### src/rtl/seq_mag_comparator.sv
// Multi-cycle magnitude comparator: walks two operands MSB-first, DIGIT bits per
// clock, and stops at the first differing digit. Signed operands are compared by
// flipping both MSBs at capture, which turns two's-complement order into unsigned order.
module seq_mag_comparator #(
   parameter int unsigned WIDTH = 16,
   parameter int unsigned DIGIT = 4
) (
   input  logic             clk,
   input  logic             rst_n,
   input  logic             start,
   input  logic             signed_mode,
   input  logic [WIDTH-1:0] A,
   input  logic [WIDTH-1:0] B,
   output logic             busy,
   output logic             done,
   output logic             gt,
   output logic             eq,
   output logic             sm
);

   localparam int unsigned NDIG = WIDTH / DIGIT;
   localparam int unsigned IdxW = (NDIG > 1) ? $clog2(NDIG) : 1;
   localparam logic [IdxW-1:0] LastIdx = IdxW'(NDIG - 1);
   localparam logic [WIDTH-1:0] MsbMask = WIDTH'(1) << (WIDTH - 1);

   typedef enum logic [1:0] {StIdle, StCmp, StDone} state_t;

   state_t            state;
   logic [WIDTH-1:0]  a_sh;
   logic [WIDTH-1:0]  b_sh;
   logic [IdxW-1:0]   dig_idx;
   logic [DIGIT-1:0]  a_dig;
   logic [DIGIT-1:0]  b_dig;

   // Current digit under comparison is always the top of each shift register.
   always_comb begin
      a_dig = a_sh[WIDTH-1 -: DIGIT];
      b_dig = b_sh[WIDTH-1 -: DIGIT];
   end

   // Control FSM with registered busy/done and result flags.
   always_ff @(posedge clk or negedge rst_n) begin
      if (!rst_n) begin
         state   <= StIdle;
         a_sh    <= '0;
         b_sh    <= '0;
         dig_idx <= '0;
         busy    <= 1'b0;
         done    <= 1'b0;
         gt      <= 1'b0;
         eq      <= 1'b0;
         sm      <= 1'b0;
      end else begin
         done <= 1'b0;
         unique case (state)
            StIdle: begin
               if (start) begin
                  a_sh    <= signed_mode ? (A ^ MsbMask) : A;
                  b_sh    <= signed_mode ? (B ^ MsbMask) : B;
                  dig_idx <= '0;
                  busy    <= 1'b1;
                  state   <= StCmp;
               end
            end
            StCmp: begin
               a_sh <= a_sh << DIGIT;
               b_sh <= b_sh << DIGIT;
               if (a_dig != b_dig) begin
                  gt    <= (a_dig > b_dig);
                  sm    <= (a_dig < b_dig);
                  eq    <= 1'b0;
                  done  <= 1'b1;
                  state <= StDone;
               end else if (dig_idx == LastIdx) begin
                  gt    <= 1'b0;
                  sm    <= 1'b0;
                  eq    <= 1'b1;
                  done  <= 1'b1;
                  state <= StDone;
               end else begin
                  dig_idx <= dig_idx + IdxW'(1);
               end
            end
            StDone: begin
               busy  <= 1'b0;
               state <= StIdle;
            end
            default: begin
               busy  <= 1'b0;
               state <= StIdle;
            end
         endcase
      end
   end

endmodule

### config.mk
export PLATFORM = sky130hd
export DESIGN_NAME = seq_mag_comparator
export DESIGN_NICKNAME = d
export VERILOG_FILES = /design/src/rtl/seq_mag_comparator.sv
export SDC_FILE = /design/constraint.sdc
export NUM_CORES = 1
export LEC_CHECK = 0
export ABC_CLOCK_PERIOD_IN_PS = 3800
export CAP_MARGIN = 5
export CORE_UTILIZATION = 54
export DETAILED_ROUTE_END_ITERATION = 8
export MAX_ROUTING_LAYER = met4
export PLACE_DENSITY_LB_ADDON = 0.05
export REMOVE_ABC_BUFFERS = 1
export SLEW_MARGIN = 20
export SYNTH_ARGS = -nofsm -noshare
export SYNTH_HDL_FRONTEND = slang
export SYNTH_SLANG_ARGS = --single-unit
### constraint.sdc
create_clock -name clk -period 3.8 [get_ports clk]
set_clock_uncertainty 0.15 [all_clocks]
set_input_delay 0.38 -clock clk [delete_from_list [all_inputs] [get_ports clk]]
set_output_delay 0.38 -clock clk [all_outputs]
set_load 0.01 [all_outputs]
==> flow_summary.toml <==
[global_route]
grt_pass1_wl_um = 5020
via_count_of_the_first_global_routing_pass = 1187
grt_antenna_before_repair = 0
globalRouteOverflowTotal = 0
grt_start_max_net_pins = 57
globalRouteTotalUtil_pct = 19.6

[floorplan]
floorplan.die_area_sq_um = 3770
die_h_um = 61.4
ioPinCount = 41
core_area_sq_um = 3360
die_w_um = 61.4
floorplan.initialDensity_pct = 56.6
rows = 21

[yosys]
ys.flop_type = "dfrtp_1"
yosysSeqAreaShare_pct = 53.9
synth-seq-cells = 41
biggest_area_contributors_in_the_synthesized_netlist = "dfrtp_1 54%, mux2i_1 12%, nand2_1 6.1%, o21ai_1 5.5%, a22o_1 3.7%"
syn_area_per_cell_sq_um = 10.9
synth-edff-count = 0
syn-cell-area_sq_um = 1900
netlist_instances = 175
synth.most_common_cell = "dfrtp_1"
yosysTopAreaCellShare_pct = 53.9
synth_unique_cells = 22
yosys_warnings = 0
synth_top_cell_by_area = "dfrtp_1"
synthTopCellsByCount = "41 x dfrtp_1, 31 x nand2_1, 22 x mux2i_1"
asyncSetResetFlopFracSynth_pct = 100

[placement]
io_buffer_count = 40
post_dp_cell_area_sq_um = 2280
place_congestion = 0.724
final_hpwl_from_detailed_placement_um = 2200

[timing]
min_period_ns = 2.10
hold_slack_ns = -0.00999
hold_violations = 13
timing_worst_slew_pin_value_ns = 0.984
relSlewSlack_pct = 34.3
max_freq_mhz = 476
setup_viol_count_final = 0
timing_max_transition_violations_final = 0
finalCritPeriodShare_pct = 55.3
totalNegativeSetupSlack_ns = 0
rsz_0062_raised_after_global_routing = "no"

[critical_path]
timing_worst_setup_path_type = "flop to flop"
setup.worst_path.start_class = "flop"
critical_path_end_type = "flop"
worstPathMaxFanout = 32
crit_arrival_ns = 2.20
worst-endpoint-required_ns = 3.90

[route]
route.final.wire_length_um = 3170
viasPerCell = 5.17
drt_iter0_drc = 76
drt.antenna.violating_nets = 0
wire_per_inst_um = 12.2
detailroute.via_count = 1340
drt_drc_violations_left = 0
drt_pre_antenna_iters = 4

[clock_tree]
ctsHtreeMaxLevel = 2
cts_made_buffers = 5
cts_hold_buffers = 0
number_of_setup_buffers_added_after_cts = 0
worst_setup_hold_path_clk_slew_ns = 0.11
clkLatencyLatePin_ns = 0.35
postCtsResizedCells = 0
numClockSinks = 41
root_buffer = "clkbuf_4"
clockBufferDepth = 2
tritoncts_clock_tree = "yes"

[finish]
drive_gt1_share_pct = 7.04
layout.filler_cells = 278
stdcell_area_sq_um = 2380
area_grow_syn2layout_pct = 25.2
design.final.nets = 253
antenna_cells_inserted = 0

[run_status]
run_status = "finished with violations"
violations = "hold timing"

[power]
power.ir.vdd_worst_uv = 362
power.density_cell_area_nw_per_um2 = 709
p_leak_nw = 1.06

[min_path]
hold_path.class = "input port to asynchronous set/reset pin"

[flow_run]
maxCapViolCount = 0
-- where the power goes --
part | leakage, nW | switching [mW] | internal [mW]
combinational | 0.505 | 0.362 | 0.346
sequential | 0.515 | 0.107 | 0.631
clock | 0.0413 | 0.137 | 0.107
total | 1.06 | 0.606 | 1.08
-- worst max-delay path, stage by stage, from the launching register on --
cell and delay, ns:
dfrtp_1 0.43, nor2b_4 0.83, nor3b_4 0.37, nand2b_4 0.17
o21ai_1 0.05
-- cells by family after synthesis --
logic type / Yosys count / synth area share [%]
buffers and inverters: 20 / 6.38
AO/OA/AOI/OAI: 46 / 14.1
multiplexers: 22 / 11.6
AND/OR/NAND/NOR: 39 / 9.86
flip-flops: 41 / 53.9
adder cells (fa/ha/maj): 5 / 3.29
XOR/XNOR: 2 / 0.921
-- placed cells by master (no fill, tap or decap), drive strengths merged --
cell type      instances
xnor2                  2
and2                   1
a22o                   8
inv                    9
a21oi                  6
buf                    2
nor3b                  1
ha                     5
nand4                  1
a32o                   1
clkbuf                 7
dfrtp                 41
nand2                 31
clkinv                 1
clkdlybuf4s50         39
o21bai                 1
nor2b                  1
mux2i                 22
o21ai                 30
nor2                   3
nand2b                 1
-- flip-flops by register name (all words and copies together) (netlist names), 2 cells and up --
name     count
b_sh        16
a_sh        16
state        2
dig_idx      2
-- layer usage --
metal | vias up | track usage (%) | wire (um)
met4 | 0 | 7.62 | 51
met1 | 625 | 22.1 | 1430
met3 | 6 | 5.67 | 172
met2 | 32 | 32.9 | 1510
met5 | - | - | 0
li1 | 677 | - | -
-- layout make-up --
cell class	instances	area (sq um)	area share (%)
clock buffers	7	65.1	2.73
clock inverters	1	5.00	0.210
inverters	9	33.8	1.42
flip-flops and latches	41	1030	43.1
multi-input cells	114	772	32.4
well taps	46	57.6	2.42
repair buffers	41	423	17.8
-- through the flow --
| stage | worst slack, ns | cells | power [mW] | utilization [%] |
|---|---|---|---|---|
| 6_report | 1.70 | 259 | 1.69 | 70.8 |
| 4_1_cts | 1.66 | 258 | 1.69 | 70.0 |
| 3_3_place_gp | 1.56 | 250 | 1.40 | 67.9 |
| 5_1_grt | 1.53 | 259 | 1.83 | 70.8 |
| 2_1_floorplan | 0.914 | 164 | 1.22 | - |
| 3_5_place_dp | 1.50 | 250 | 1.44 | 67.9 |
-- final timing paths --
| check | start | to | slack, ns | cells past startpoint |
|---|---|---|---|---|
| max in group asynchronous | rst_n | a_sh[11] | 2.96 | 1 |
| setup / recovery | state[0] | dig_idx[0] | 1.70 | 4 |
| setup reg to reg | state[0] | dig_idx[0] | 1.70 | 4 |
| min in group clk | b_sh[5] | b_sh[5] | 0.34 | 2 |
| hold / removal | rst_n | a_sh[7] | -0.01 | 1 |
| hold reg to reg | b_sh[5] | b_sh[5] | 0.34 | 2 |
(Power assumes the default switching activity.)
